[src/rtl/fifo_stream_reader_if.sv]
// Valid/ready stream carrying words drained from the FIFO.
// The master drives valid/data/last and the slave drives ready.
interface fifo_stream_reader_if #(
    parameter int WIDTH = 32
);
    logic             valid;
    logic             ready;
    logic [WIDTH-1:0] data;
    logic             last;

    modport master (output valid, output data, output last, input ready);
    modport slave  (input valid, input data, input last, output ready);
endinterface

[src/rtl/fifo_stream_reader.sv]
// Drains a push/pop FIFO into a valid/ready stream through a 2-entry skid buffer,
// tagging every BURST_LEN-th accepted beat as last and supporting a discard flush.
module fifo_stream_reader #(
    parameter int WIDTH     = 32,
    parameter int BURST_LEN = 16,
    parameter int CNT_W     = $clog2(BURST_LEN) + 1
) (
    input  logic                 clk,
    input  logic                 rst,
    input  logic                 i_enable,
    input  logic                 i_flush,
    input  logic                 i_fifo_empty,
    input  logic [WIDTH-1:0]     i_fifo_rdata,
    output logic                 o_fifo_pop,
    output logic [CNT_W-1:0]     o_beat_cnt,
    output logic                 o_flushing,
    fifo_stream_reader_if.master strm
);

    typedef enum logic [1:0] {
        ST_IDLE  = 2'd0,
        ST_RUN   = 2'd1,
        ST_FLUSH = 2'd2
    } state_t;

    localparam logic [CNT_W-1:0] CNT_MAX = CNT_W'(BURST_LEN - 1);

    state_t           state_r;
    state_t           state_s;
    logic [1:0]       occ_r;
    logic [1:0]       occ_s;
    logic [WIDTH-1:0] ent0_r;
    logic [WIDTH-1:0] ent1_r;
    logic [WIDTH-1:0] ent0_s;
    logic [WIDTH-1:0] ent1_s;
    logic [CNT_W-1:0] cnt_r;
    logic [CNT_W-1:0] cnt_s;
    logic             valid_r;
    logic             last_r;
    logic             flushing_r;
    logic             pop_s;
    logic             push_s;
    logic             accept_s;
    logic             flush_go_s;

    // Pop request: RUN only tops up the skid buffer, FLUSH drains whatever is queued
    always_comb begin
        pop_s = 1'b0;
        case (state_r)
            ST_RUN:   pop_s = !i_fifo_empty && (occ_r != 2'd2);
            ST_FLUSH: pop_s = !i_fifo_empty;
            default:  pop_s = 1'b0;
        endcase
    end

    assign push_s     = pop_s && (state_r == ST_RUN);
    assign accept_s   = valid_r && strm.ready;
    assign flush_go_s = i_flush && (state_r != ST_FLUSH);

    // Next-state logic; a flush request outranks the enable
    always_comb begin
        state_s = state_r;
        case (state_r)
            ST_IDLE: begin
                if (flush_go_s) begin
                    state_s = ST_FLUSH;
                end else if (i_enable) begin
                    state_s = ST_RUN;
                end else begin
                    state_s = ST_IDLE;
                end
            end
            ST_RUN: begin
                if (flush_go_s) begin
                    state_s = ST_FLUSH;
                end else if (!i_enable) begin
                    state_s = ST_IDLE;
                end else begin
                    state_s = ST_RUN;
                end
            end
            ST_FLUSH: begin
                // FLUSH pops every non-empty cycle, so an empty FIFO means no pop
                if (i_fifo_empty) begin
                    state_s = ST_IDLE;
                end else begin
                    state_s = ST_FLUSH;
                end
            end
            default: state_s = ST_IDLE;
        endcase
    end

    // Skid buffer and beat counter: entry 0 is always the presented head
    always_comb begin
        occ_s  = occ_r;
        ent0_s = ent0_r;
        ent1_s = ent1_r;
        cnt_s  = cnt_r;
        if (flush_go_s) begin
            occ_s = 2'd0;
            cnt_s = {CNT_W{1'b0}};
        end else begin
            if (accept_s) begin
                cnt_s = (cnt_r == CNT_MAX) ? {CNT_W{1'b0}} : (cnt_r + CNT_W'(1));
            end else begin
                cnt_s = cnt_r;
            end
            case ({accept_s, push_s})
                2'b01: begin
                    if (occ_r == 2'd0) begin
                        ent0_s = i_fifo_rdata;
                    end else begin
                        ent1_s = i_fifo_rdata;
                    end
                    occ_s = occ_r + 2'd1;
                end
                2'b10: begin
                    ent0_s = ent1_r;
                    occ_s  = occ_r - 2'd1;
                end
                2'b11: begin
                    if (occ_r == 2'd1) begin
                        ent0_s = i_fifo_rdata;
                    end else begin
                        ent0_s = ent1_r;
                        ent1_s = i_fifo_rdata;
                    end
                    occ_s = occ_r;
                end
                default: occ_s = occ_r;
            endcase
        end
    end

    // FSM state register
    always_ff @(posedge clk or posedge rst) begin
        if (rst) begin
            state_r <= ST_IDLE;
        end else begin
            state_r <= state_s;
        end
    end

    // Datapath registers; stream flags are registered from their next-state values
    always_ff @(posedge clk or posedge rst) begin
        if (rst) begin
            occ_r      <= 2'd0;
            ent0_r     <= {WIDTH{1'b0}};
            ent1_r     <= {WIDTH{1'b0}};
            cnt_r      <= {CNT_W{1'b0}};
            valid_r    <= 1'b0;
            last_r     <= 1'b0;
            flushing_r <= 1'b0;
        end else begin
            occ_r      <= occ_s;
            ent0_r     <= ent0_s;
            ent1_r     <= ent1_s;
            cnt_r      <= cnt_s;
            valid_r    <= (occ_s != 2'd0);
            last_r     <= (occ_s != 2'd0) && (cnt_s == CNT_MAX);
            flushing_r <= (state_s == ST_FLUSH);
        end
    end

    assign o_fifo_pop = pop_s;
    assign o_beat_cnt = cnt_r;
    assign o_flushing = flushing_r;
    assign strm.valid = valid_r;
    assign strm.data  = ent0_r;
    assign strm.last  = last_r;

endmodule

[src/flat_wrapper.sv]
// flat-port wrapper written by rule: the top's interface ports become plain ports
module fifo_stream_reader_flat 
#(
    parameter int WIDTH     = 32,
    parameter int BURST_LEN = 16,
    parameter int CNT_W     = $clog2(BURST_LEN) + 1
)
  (clk, rst, i_enable, i_flush, i_fifo_empty, i_fifo_rdata, o_fifo_pop, o_beat_cnt, o_flushing, strm_valid, strm_data, strm_last, strm_ready);
  fifo_stream_reader_if #(.WIDTH(WIDTH)) strm_i ();
  input  logic clk;
  input  logic rst;
  input  logic i_enable;
  input  logic i_flush;
  input  logic i_fifo_empty;
  input  logic [WIDTH-1:0] i_fifo_rdata;
  output logic o_fifo_pop;
  output logic [CNT_W-1:0] o_beat_cnt;
  output logic o_flushing;
  output wire logic [$bits(strm_i.valid)-1:0] strm_valid;
  output wire logic [$bits(strm_i.data)-1:0] strm_data;
  output wire logic [$bits(strm_i.last)-1:0] strm_last;
  input wire logic [$bits(strm_i.ready)-1:0] strm_ready;
  assign strm_valid = strm_i.valid;
  assign strm_data = strm_i.data;
  assign strm_last = strm_i.last;
  assign strm_i.ready = strm_ready;
  fifo_stream_reader #(.WIDTH(WIDTH), .BURST_LEN(BURST_LEN), .CNT_W(CNT_W)) u_core (.clk(clk), .rst(rst), .i_enable(i_enable), .i_flush(i_flush), .i_fifo_empty(i_fifo_empty), .i_fifo_rdata(i_fifo_rdata), .o_fifo_pop(o_fifo_pop), .o_beat_cnt(o_beat_cnt), .o_flushing(o_flushing), .strm(strm_i));
endmodule
[config.mk]
export PLATFORM = sky130hd
export DESIGN_NAME = fifo_stream_reader_flat
export DESIGN_NICKNAME = d
export VERILOG_FILES = /design/src/rtl/fifo_stream_reader_if.sv /design/src/rtl/fifo_stream_reader.sv /design/src/flat_wrapper.sv
export SDC_FILE = /design/constraint.sdc
export NUM_CORES = 1
export LEC_CHECK = 0
export BUFFER_PORTS_ARGS = -buffer_cell sky130_fd_sc_hd__buf_2
export CORE_MARGIN = 2
export CORE_UTILIZATION = 58
export DETAILED_ROUTE_END_ITERATION = 8
export PLACE_DENSITY = 0.84
export SETUP_SLACK_MARGIN = 0.15
export SLEW_MARGIN = 20
export SYNTH_ARGS = -nofsm -noshare
export SYNTH_HDL_FRONTEND = slang
export SYNTH_SLANG_ARGS = --single-unit
[constraint.sdc]
create_clock -name clk -period 3.25 [get_ports clk]
set_clock_uncertainty 0.05 [all_clocks]
set_input_delay 0.325 -clock clk [delete_from_list [all_inputs] [get_ports clk]]
set_output_delay 0.325 -clock clk [all_outputs]
set_load 0.01 [all_outputs]
# Word level (Yosys, flattened, before mapping)
# Cells that the tools add are included.
[totals]
ff_bits = 76
latchBits = 0
ramBits = 0
romBits = 0
in_bits = 38
out_inout_bits = 41
wordCells = 56
mem_count = 0
[classes]
add_sub_neg = 3
multipliers = 0
div_mod_pow = 0
magnitude_cmp = 0
eq_ne = 14
shifts = 0
muxes = 16
bitwise_logic = 1
n_reduce_logical = 14
[op_table]
columns = ["op", "count"]
rows = [
  ["two-way mux 32 bit", 4],
  ["case mux 32 bit (3 select lines)", 1],
  ["case mux 32 bit (2 select lines)", 1],
  ["two-way mux 5 bit", 3],
  ["== test 5 x 4 -> 1 bit (second input constant)", 2],
  ["== test 2 bit (second input constant)", 4],
  ["!= test 2 bit (second input constant)", 4],
  ["case mux 2 bit (2 select lines)", 2],
  ["== test 2 x 1 -> 1 bit (second input constant)", 3],
  ["two-way mux 2 bit", 3],
  ["adder 5 x 1 -> 5 bit (second input constant)", 1],
  ["logical AND 1 bit", 5],
  ["zero test 2 bit", 2],
  ["AND reduction 4 bit", 1],
  ["nonzero test 2 bit", 2],
  ["AND reduction 3 bit", 1],
  ["nonzero test 3 bit", 1],
  ["adder 2 x 1 -> 2 bit (second input constant)", 1],
  ["!= test 2 x 1 -> 1 bit (second input constant)", 1],
  ["case mux 1 bit (2 select lines)", 1],
  ["OR reduction 2 bit", 1],
  ["subtractor 2 x 1 -> 2 bit (second input constant)", 1],
  ["zero test 1 bit", 1],
  ["two-way mux 1 bit", 1],
  ["inverter 1 bit", 1],
]

# Depth between registers and ports, before layout
# Gate-level depths: netlist of run 1.
[depth]
word_depth = 9
mapped_depth = 12
ltp_nobuf = 11

# Worst setup path before layout of run 1
# No wires, ideal clock.
[synth_path]
path_type = "register to register"
startpoint = "register u_core.state_r[1]"
endpoint = "register u_core.ent1_r[10]"
setup_time_ns = 0.125
arrival_time_ns = 2.319
required_ns = 3.075
path_slack_ns = 0.756
path_stages_with_launch = 11
path_buffers = 1
period_less_slack_ns = 2.494
path_cell_list = "dfrtp_1 > inv_1 > ha_1 > a21oi_1 > nor3b_1 > and2_1 > ha_1 > nand2_1 > o2111ai_2 > buf_4 > mux2_2"
[synth_between]
elab_chain_cells = 6
elab_cells_between_ends = 14
classes_between = "7 x eq/ne; 2 x mux; 1 x bitwise; 4 x reduce/logical"
[synth_lines]
columns = ["element", "line_no", "text"]
rows = [
  ["from (decl)", "fifo_stream_reader.sv:28", "state_t state_r;"],
  ["from (signal assigned)", "fifo_stream_reader.sv:141", "state_r <= state_s;"],
  ["== test 2 bit or == test 2 x 1 -> 1 bit (tied branches)", "fifo_stream_reader.sv:49", "case (state_r)"],
  ["case mux 1 bit (2 select lines) *", "fifo_stream_reader.sv:49", ""],
  ["via o_fifo_pop", "flat_wrapper.sv:16", "output logic o_fifo_pop;"],
  ["logical AND 1 bit *", "fifo_stream_reader.sv:56", "assign push_s = pop_s && (state_r == ST_RUN);"],
  ["== test 2 bit or == test 2 x 1 -> 1 bit (tied branches)", "fifo_stream_reader.sv:109", "case ({accept_s, push_s})"],
  ["!= test 2 bit (no source line) or nonzero test 2 bit (tied branches)", "-", ""],
  ["AND reduction 4 bit (no source line)", "-", ""],
  ["to (signal assigned)", "fifo_stream_reader.sv:150", "ent1_r <= {WIDTH{1'b0}};"],
  ["to (signal assigned)", "fifo_stream_reader.sv:158", "ent1_r <= ent1_s;"],
  ["to (decl)", "fifo_stream_reader.sv:33", "logic [WIDTH-1:0] ent1_r;"],
]
# Mark *: on every way through the listed nets, which the timed path passes. The rest lies on a longest branch.
# A chain may end at the register's enable or synchronous reset.

# Worst setup path in the final report of run 1
[layout_path]
startpoint = "register u_core.state_r[1]"
endpoint = "register u_core.ent1_r[3]"
[layout_between]
elab_chain_cells = 6
elab_cells_between_ends = 14
classes_between = "7 x eq/ne; 2 x mux; 1 x bitwise; 4 x reduce/logical"
[layout_lines]
columns = ["element", "line_no"]
rows = [
  ["== test 2 bit or == test 2 x 1 -> 1 bit (tied branches)", "fifo_stream_reader.sv:49, fifo_stream_reader.sv:56"],
  ["case mux 1 bit (2 select lines)", "fifo_stream_reader.sv:49"],
  ["logical AND 1 bit", "fifo_stream_reader.sv:56"],
  ["== test 2 bit or == test 2 x 1 -> 1 bit (tied branches)", "fifo_stream_reader.sv:109"],
  ["!= test 2 bit (no source line) or nonzero test 2 bit (tied branches)", "-"],
  ["AND reduction 4 bit (no source line)", "-"],
]
# Several ways; a longest one is shown, not always the timed one.

==> impl_metrics.ini, run 1 <==
[floorplan]
rows = 28
die_w_um = 81.72
core_area_mm2 = 0.005886
die_area_mm2 = 0.006678
boundaryPins = 79
die_h_um = 81.72
initial_core_util = 0.5952

[logic_synthesis]
yosysUniqueCellTypes = 33
yosysWarnings = 0
ys_seq_area_frac = 0.5429
synth_area_mm2 = 0.003503
syn_inst = 287
synth_seq_cells = 76
synthesis.nets = 338
syn_area_per_cell_um2 = 12.21

[clock_tree]
root_buffer = clkbuf_8
cts_tree = done
cts_max_level = 3
cts-buffers-inserted = 9
cts_setup_buffers = 0
clock_path_buffers = 2
cts_sinks = 76
path_clk_slew_ns = 0.07
insertion_delay_ns = 0.34

[global_routing]
grt-ovfl-total = 0
grt_pass1_vias = 2461
grt_pass1_wl_um = 11290
grt_max_degree = 39
track_usage = 0.2233
antenna_found_initial = 0

[pwr]
power_density_mw_per_mm2 = 781.7
power.leakage_nw = 2.040
totalPowerFinal_w = 0.003263
ir_drop_v = 0.0004705

[critical_path]
critPathArrivalTime_ns = 3.04
crit_required_ns = 3.42
end_kind = flip-flop
critPathKind = flip-flop to flip-flop
path_max_fanout = 16
cp-start-kind = flip-flop

[final_layout]
diodes = 0
most-common-layout-cells = buf_2 (78), dfrtp_1 (76), nor2_1 (35)
final_common_cell = buf_2
multi_input_area_mm2 = 0.001513
seq_area_mm2 = 0.001902
nets = 422
stdcell_count = 449
fillers = 435
stdcell_area_mm2 = 0.004174
area_growth_pct = 19.14
drive_gt1_frac = 0.4385

[job]
maxCapViolCount = 0

[outcome]
status = finished, final reports clean

[timing]
setup_tns_ns = 0
max_slew_margin = 0.4463
slew_violations = 0
setup_viol = 0
fmaxAchievable_mhz = 348.5
tightestPinTransition_ns = 0.8288
rsz0062_at_grt = yes
final.period_utilization = 0.8828
period_needed_ns = 2.869
setup_ws_ns = 0.3807
hold_viol = 0

[route]
dr.first_iter.drc_count = 139
drcViolationCount = 0
drtAntennaViolNets = 0
drtPass1Iterations = 5
via_count = 2520
vias_per_cell = 5.612
drt-total-wl_um = 7309
wl_per_cell_um = 16.28

[place]
gp_congestion = 0.8444
pre_cts_ws_ns = 0.4173
dp.cells = 432
dp_hpwl_um = 4936
port_buffers = 78
placed_area_mm2 = 0.003946

[hold_path]
min_path_type = input port to flip-flop
==> cells in the mapped netlist <==
cell | number | area [µm²]
nor3_1 | 2 | 10.01
o21bai_1 | 1 | 7.510
mux2i_1 | 2 | 20.02
dfrtp_1 | 76 | 1902
inv_1 | 9 | 33.78
nor3b_1 | 1 | 7.510
xor2_1 | 3 | 26.28
a21oi_1 | 6 | 30.03
mux2_2 | 30 | 337.8
and2_1 | 2 | 12.51
o2111ai_2 | 1 | 15.01
clkbuf_1 | 3 | 11.26
a21o_1 | 1 | 7.510
a31oi_1 | 1 | 6.260
buf_2 | 3 | 15.01
nor3_4 | 1 | 16.27
nor2_1 | 35 | 131.4
nand2_1 | 6 | 22.52
buf_6 | 5 | 56.30
and4b_1 | 2 | 20.02
nand2b_1 | 3 | 18.77
a22oi_1 | 32 | 240.2
nor2b_1 | 4 | 25.02
buf_4 | 5 | 37.54
a211oi_1 | 1 | 7.510
a21oi_2 | 29 | 254.0
o21ai_0 | 2 | 10.01
and3_1 | 1 | 6.260
mux2_1 | 2 | 22.52
nor4b_1 | 1 | 8.760
ha_1 | 13 | 162.7
nand3_1 | 3 | 15.01
nor4_1 | 1 | 6.260
==> where the power goes <==
part / switching [W] / total (W) / internal, W / leakage (nW)
Sequential: 0.000203 / 0.00154 / 0.00134 / 0.972
Combinational: 0.000552 / 0.00106 / 0.000505 / 0.979
Clock: 0.000320 / 0.000665 / 0.000345 / 0.0890
==> routing by layer <==
| metal | track usage | up-vias | routed length (µm) |
|---|---|---|---|
| met5 | 0 | - | 0 |
| met4 | 0.09500 | 0 | 68 |
| met3 | 0.05714 | 8 | 365 |
| met2 | 0.3593 | 77 | 3599 |
| met1 | 0.2873 | 1240 | 3275 |
| li1 | - | 1195 | - |
==> worst max-delay path, stage by stage (launching register included) <==
cell and delay, ns:
dfrtp_1 0.40, inv_1 0.09, ha_1 0.22, a21oi_1 0.09, nor3b_1 0.31, and2_1 0.25
ha_2 0.32, nand2_1 0.24, o2111ai_4 0.36, mux2_2 0.41
==> through the flow <==
step	utilization	hold slack, ns
after floorplan	-	0.4067
after global placement	0.6705	0.3586
after detailed placement	0.6705	0.3677
after CTS	0.7013	0.1462
after global routing	0.7092	0.1546
final	0.7092	0.1614
==> sequential cells by signal, summed over array words and instances (netlist names) <==
register and flops:
u_core.strm.data 32, u_core.strm.valid 1, u_core.o_beat_cnt 5, u_core.o_flushing 1, u_core.ent1_r 32, u_core.occ_r 2
u_core.state_r 2, u_core.strm.last 1
==> cell families (layout without fill, tap and decap cells) <==
logic type | count (synthesis) | in the layout | synth area share
muxes | 34 | 34 | 0.1086
DFF | 76 | 76 | 0.5429
xor gates and xnor gates | 3 | 3 | 0.007501
adders and majority gates | 13 | 13 | 0.04643
and+or+nand+nor | 62 | 62 | 0.08572
AOI/OAI and AO/OA | 74 | 76 | 0.1650
buffers and inverters | 25 | 110 | 0.04393
==> layout make-up <==
cell class	count	area share
Clock buffer	11	0.03147
Clock inverter	3	0.009592
Inverter	9	0.008094
Multi-Input combinational cell	188	0.3624
Sequential cell	76	0.4556
Tap cell	75	0.02248
Timing Repair Buffer	87	0.1103
==> timing repair <==
item | in CTS | in global routing
hold buffers | 1 | 0
endpoints found under the hold margin | 26 | 0
resized for setup | 0 | 3
setup endpoints to repair | 0 | 32
==> final timing paths <==
kind	from	endpoint	slack, ns	depth (start not counted)
worst min register to register	u_core.ent1_r[2]	u_core.ent1_r[2]	0.45	1
worst max register to register	u_core.state_r[1]	u_core.ent1_r[3]	0.38	9
worst max-delay path	u_core.state_r[1]	u_core.ent1_r[3]	0.38	9
max in group asynchronous	rst	u_core.o_beat_cnt[4]	1.81	4
worst min-delay path	i_fifo_rdata[2]	u_core.ent1_r[2]	0.16	2
min in group asynchronous	rst	u_core.strm.data[18]	0.53	3
No activity file was read; power rests on OpenSTA's default activity.
==> run 2, diff against run 1 <==
--- a/config.mk
+++ b/config.mk
@@ -5,9 +5,10 @@
 export SDC_FILE = /design/constraint.sdc
 export NUM_CORES = 1
 export LEC_CHECK = 0
+export ABC_AREA = 1
 export BUFFER_PORTS_ARGS = -buffer_cell sky130_fd_sc_hd__buf_2
 export CORE_MARGIN = 2
-export CORE_UTILIZATION = 58
+export CORE_UTILIZATION = 59
 export DETAILED_ROUTE_END_ITERATION = 8
 export PLACE_DENSITY = 0.84
 export SETUP_SLACK_MARGIN = 0.15
==> run 2 against run 1 <==
Effect of this change: via count grew 24%; flip-flop and latch count unchanged; worst setup slack better by 0.032 ns; first-iteration DRC count up 36%; global-route usage grew 1.5 points; critical path type unchanged; highest routed layer unchanged.
==> impl_metrics.ini, run 2 <==
[final_layout]
drive_gt1_frac = 0.2491
nets = 580
final_common_cell = nand2_1
diodes = 0
final_core_util = 0.7029
most-common-layout-cells = nand2_1 (92), inv_1 (89), buf_2 (78)
stdcell_count = 611
stdcell_area_mm2 = 0.004438
area_growth_pct = 16.41

[clock_tree]
clock_path_buffers = 2
cts_max_level = 3
cts_tree = done
cts-buffers-inserted = 9
path_clk_slew_ns = 0.08
cts.repair.resized = 0
insertion_delay_ns = 0.36
root_buffer = clkbuf_8
cts_sinks = 76

[hold_path]
hold_start = i_fifo_rdata[26]
min_path_type = input port to flip-flop

[critical_path]
r2r_start = u_core.state_r[0]
cp_cell_sequence = inv_1, ha_1, inv_2, a21oi_1, nand2_1, inv_1, ha_1, o2111ai_4, buf_4, nand2_1, o21ai_0
critPathArrivalTime_ns = 3.06
crit_required_ns = 3.47
worst_path_largest_cell_delay_ns = 0.86
cpMaxStageDelayCell = o2111ai_4
end_kind = flip-flop
path_max_fanout = 51
cp-start-kind = flip-flop
cp-startpoint = u_core.state_r[0]
critPathKind = flip-flop to flip-flop

[logic_synthesis]
synth_common_cells = nand2_1 (92), inv_1 (90), dfrtp_1 (76)
ys_seq_area_frac = 0.4989
syn_area_per_cell_um2 = 8.397
synth-edff-count = 0
syn_inst = 454
yosysMostFrequentCell = nand2_1
synth_area_mm2 = 0.003812
yosysUniqueCellTypes = 22
synth.top_cell.area_share = 0.4989
synth_seq_cells = 76
synth_top_area_cell = dfrtp_1
yosysWarnings = 0
ys.flop_type = dfrtp_1
synth_area_leaders = dfrtp_1 (50%), nand2_1 (9.1%), inv_1 (8.9%)
synthesis.nets = 505
synthArstFlopShare = 1.000

[route]
dr.first_iter.drc_count = 189
wl_per_cell_um = 12.75
drcViolationCount = 0
drt-total-wl_um = 7789
drtPass1Iterations = 5
via_count = 3116
drtAntennaViolNets = 0
vias_per_cell = 5.100

[floorplan]
die_area_mm2 = 0.007121
core_area_mm2 = 0.006314
die_h_um = 84.39
boundaryPins = 79
die_w_um = 84.39
rows = 29
initial_core_util = 0.6038

[global_routing]
track_usage = 0.2384
antenna_found_initial = 0
grt_pass1_wl_um = 13740
grt_pass1_vias = 3065
grt-ovfl-total = 0
grt_max_degree = 52

[timing]
max_slew_margin = 0.3040
final.period_utilization = 0.8729
fmaxAchievable_mhz = 352.5
hold_viol = 0
period_needed_ns = 2.837
tightestPinTransition_ns = 1.044
setup_viol = 0
setup_tns_ns = 0
slew_violations = 0
rsz0062_at_grt = no

[pwr]
power.leakage_nw = 2.340
power_density_mw_per_mm2 = 794.5
ir_drop_v = 0.0004688

[place]
gp_congestion = 0.7933
dp.cells = 594
port_buffers = 78
dp_hpwl_um = 5307
placed_area_mm2 = 0.004235

[job]
maxCapViolCount = 0

[outcome]
status = finished, final reports clean
## run 2: stage by stage
stage | hold WS [ns] | setup slack, ns | power, W
finish | 0.1813 | 0.4131 | 0.003526
global route | 0.2008 | 0.1601 | 0.003796
CTS | 0.1777 | 0.4015 | 0.003550
detailed placement | 0.2987 | 0.4183 | 0.002846
global placement | 0.2961 | 0.5604 | 0.002780
floorplan | 0.4038 | 0.9367 | 0.002426
## run 2: final timing paths
kind / end / slack, ns / depth (start not counted)
worst max-delay path: u_core.ent1_r[16] / 0.41 / 11
worst min-delay path: u_core.ent1_r[26] / 0.18 / 3
worst max register to register: u_core.ent1_r[16] / 0.41 / 11
worst min register to register: u_core.ent1_r[25] / 0.44 / 2
max in group asynchronous: u_core.state_r[1] / 1.68 / 4
min in group asynchronous: u_core.strm.data[17] / 0.48 / 3
## run 2: logic make-up after synthesis
| logic type | share of synthesized area |
|---|---|
| adders and majority gates | 0.04267 |
| AOI/OAI and AO/OA | 0.1707 |
| and+or+nand+nor | 0.1618 |
| buffers and inverters | 0.1260 |
| DFF | 0.4989 |
## run 2: layout make-up
cell class	count	area, µm²
Clock buffer	12	135.1
Sequential cell	76	1902
Multi-Input combinational cell	264	1456
Inverter	93	352.8
Fill cell	530	1876
Clock inverter	4	50.05
Tap cell	77	96.34
Timing Repair Buffer	85	445.4
## run 2: where the power goes
group	internal (W)	switching [W]
registers	0.00134	0.000215
logic	0.000522	0.000748
clock network	0.000354	0.000343
total	0.00222	0.00131
## run 2: critical path, delay by kind of cell (launching register included)
family	cells	cell delay [ns]
buffers and inverters	4	0.58
DFF	1	0.37
and+or+nand+nor	2	0.19
AOI/OAI and AO/OA	3	1.02
adders and majority gates	2	0.54
## run 2: repair_timing
item / in CTS / in global routing
setup buffers: 0 / 0
endpoints found under the setup margin: 0 / 1
hold endpoints to repair: 27 / 0
hold buffers: 1 / 0
## run 2: routing by layer
metal	up-vias	routed length (µm)	global-route usage
met1	1456	3487	0.3190
met2	88	3761	0.3968
li1	1562	-	-
met5	-	0	0
met4	0	117	0.07504
met3	10	423	0.04621
==> run 3, diff against run 2 <==
--- a/config.mk
+++ b/config.mk
@@ -8,9 +8,9 @@
 export ABC_AREA = 1
 export BUFFER_PORTS_ARGS = -buffer_cell sky130_fd_sc_hd__buf_2
 export CORE_MARGIN = 2
-export CORE_UTILIZATION = 59
+export CORE_UTILIZATION = 50
 export DETAILED_ROUTE_END_ITERATION = 8
-export PLACE_DENSITY = 0.84
+export PLACE_DENSITY = 0.73
 export SETUP_SLACK_MARGIN = 0.15
 export SLEW_MARGIN = 20
 export SYNTH_ARGS = -nofsm -noshare
==> constraint.sdc (replaced) <==
create_clock -name clk -period 3.2 [get_ports clk]
set_clock_uncertainty 0.05 [all_clocks]
set_input_delay 0.32 -clock clk [delete_from_list [all_inputs] [get_ports clk]]
set_output_delay 0.32 -clock clk [all_outputs]
set_load 0.01 [all_outputs]
==> run 3 against run 2 <==
Effect of this change: critical path depth stayed put; clock-buffer cell count is 2 lower; non-clock buffer count is 2 higher; worst setup slack better by 0.0085 ns; largest cell class unchanged; worst hold slack worse by 0.11 ns; clock power is 7.6% lower; register-to-register slack hardly changed; combinational power hardly changed.
==> impl_metrics.ini, run 3 (same netlist as run 2, synthesis figures left out) <==
[route]
drtAntennaViolNets = 0
drtPass1Iterations = 4
dr.first_iter.drc_count = 159
vias_per_cell = 4.800
wl_met1_um = 3596
via_count = 3048
drt-total-wl_um = 7589
met3_length_um = 397
wl_met2_um = 3541
drcViolationCount = 0
wl_per_cell_um = 11.95
dr.max_layer_used = met4

[timing]
period_needed_ns = 2.778
setup_tns_ns = 0
setup_viol = 0
final.period_utilization = 0.8682
max_slew_margin = 0.3614
rsz0062_at_grt = no
tightestPinTransition_ns = 0.9575
setup_ws_ns = 0.4216
slew_violations = 0
fmaxAchievable_mhz = 359.9
hold_viol = 0

[final_layout]
most-common-layout-cells = nand2_1 (92), inv_1 (89), buf_2 (78)
final_common_cell = nand2_1
nets = 582
fillers = 711
area_growth_pct = 17.13
diodes = 0
stdcell_area_mm2 = 0.004466
stdcell_count = 635
drive_gt1_frac = 0.2575

[critical_path]
crit_required_ns = 3.41
path_max_fanout = 45
reg2reg_slack_ns = 0.42
cp_top_family = compound AO/OA/AOI/OAI gates
worst-path-buf-inv = 3
r2r_cells = 11
rr_endpoint = u_core.ent1_r[7]
critPathKind = flip-flop to flip-flop
cpMaxStageDelayCell = o2111ai_4
critPathArrivalTime_ns = 2.99
cp-start-kind = flip-flop
r2r_start = u_core.state_r[0]
path_common_cell = nand2_1
cp-startpoint = u_core.state_r[0]
worst_path_largest_cell_delay_ns = 0.78
cp_cell_sequence = inv_1, ha_1, nand2_1, a21oi_1, nand2_1, inv_1, ha_1, o2111ai_4, buf_4, nand2_1, o21ai_0
end_kind = flip-flop

[pwr]
internal-power_w = 0.002188
switching_share = 0.3770
pwr-share-seq = 0.448
clkPwrFrac = 0.183
ir_drop_v = 0.0004574
p_switching_w = 0.001324
combPwrFrac = 0.369
power_density_mw_per_mm2 = 786.5
power.leakage_nw = 2.353

[place]
dp_hpwl_um = 5257
placed_area_mm2 = 0.004298
dp.cells = 619
gp_congestion = 0.8688
port_buffers = 78
pre_cts_ws_ns = 0.4159

[hold_path]
min_path_type = input port to asynchronous set/reset pin

[global_routing]
grt-ovfl-total = 0
grt_pass1_vias = 2948
grt_max_degree = 54
grt_pass1_wl_um = 13170
track_usage = 0.1953
antenna_found_initial = 0

[floorplan]
rows = 31
die_area_mm2 = 0.008339
initial_core_util = 0.5201
boundaryPins = 79
die_h_um = 91.32
die_w_um = 91.32
core_area_mm2 = 0.007331

[clock_tree]
clock_path_buffers = 2
hold_buffers = 0
cts_max_level = 3
cts_sinks = 76
cts_tree = done
path_clk_slew_ns = 0.08
insertion_delay_ns = 0.35
root_buffer = clkbuf_8
cts-buffers-inserted = 9

[job]
maxCapViolCount = 0

[outcome]
status = finished, final reports clean
-- run 3: cell count changes in the layout (fill, tap and decap cells not counted), sizes merged --
| cell | delta |
|---|---|
| buf | +3 |
| clkinv | +3 |
| clkbuf | -2 |
| bufinv | -1 |
| clkinvlp | -1 |
| dlygate4sd3 | -1 |
| inv | +1 |
-- run 3: layout make-up --
cell class,count,area (µm²),area share
Multi-Input combinational cell,264,1449,0.3245
Clock inverter,6,40.04,0.008966
Inverter,93,352.8,0.07901
Clock buffer,10,127.6,0.02858
Timing Repair Buffer,87,470.5,0.1054
Tap cell,99,123.9,0.02774
Sequential cell,76,1902,0.4259
-- run 3: metrics by stage --
step | power [W] | utilization | hold WS (ns)
detailed placement | 0.002898 | 0.5863 | 0.4244
finish | 0.003512 | 0.6091 | 0.07414
global placement | 0.002847 | 0.5863 | 0.4170
CTS | 0.003558 | 0.6091 | 0.1117
floorplan | 0.002464 | - | 0.4038
global route | 0.003793 | 0.6091 | 0.1615
-- run 3: worst max-delay path by stage --
stage                         to  slack, ns  cells after the start
6_report        u_core.ent1_r[7]       0.42                     11
3_5_place_dp    u_core.ent1_r[7]       0.42                     11
4_1_cts         u_core.ent1_r[7]       0.40                     11
3_3_place_gp   u_core.ent1_r[11]       0.55                     10
2_1_floorplan   u_core.ent1_r[0]       0.89                      1
5_1_grt         u_core.ent1_r[7]       0.15                     11
-- run 3: per-layer routing --
layer	vias up	global-route usage
met4	0	0.07197
li1	1568	-
met2	76	0.3142
met1	1398	0.2596
met5	-	0
met3	6	0.04398
-- run 3: power groups by stage --
| stage | clock network (W) | registers (W) | logic (W) |
|---|---|---|---|
| floorplan | 0 | 0.00168 | 0.000787 |
| global placement | 0 | 0.00158 | 0.00127 |
| detailed placement | 0 | 0.00159 | 0.00131 |
| CTS | 0.000667 | 0.00157 | 0.00132 |
| global route | 0.000704 | 0.00162 | 0.00147 |
| finish | 0.000644 | 0.00157 | 0.00130 |
-- run 3: timing repair --
action,CTS,global route
buffers inserted,0,0
endpoints found under the setup margin,0,4
gates resized for setup,0,0
-- run 3: worst reg2reg max path, cell delays in order (launching register included) --
cell,delay [ns]
dfrtp_1,0.38
inv_1,0.08
ha_1,0.29
nand2_1,0.06
a21oi_1,0.05
nand2_1,0.11
inv_1,0.09
ha_1,0.27
o2111ai_4,0.78
buf_4,0.36
nand2_1,0.09
o21ai_0,0.09
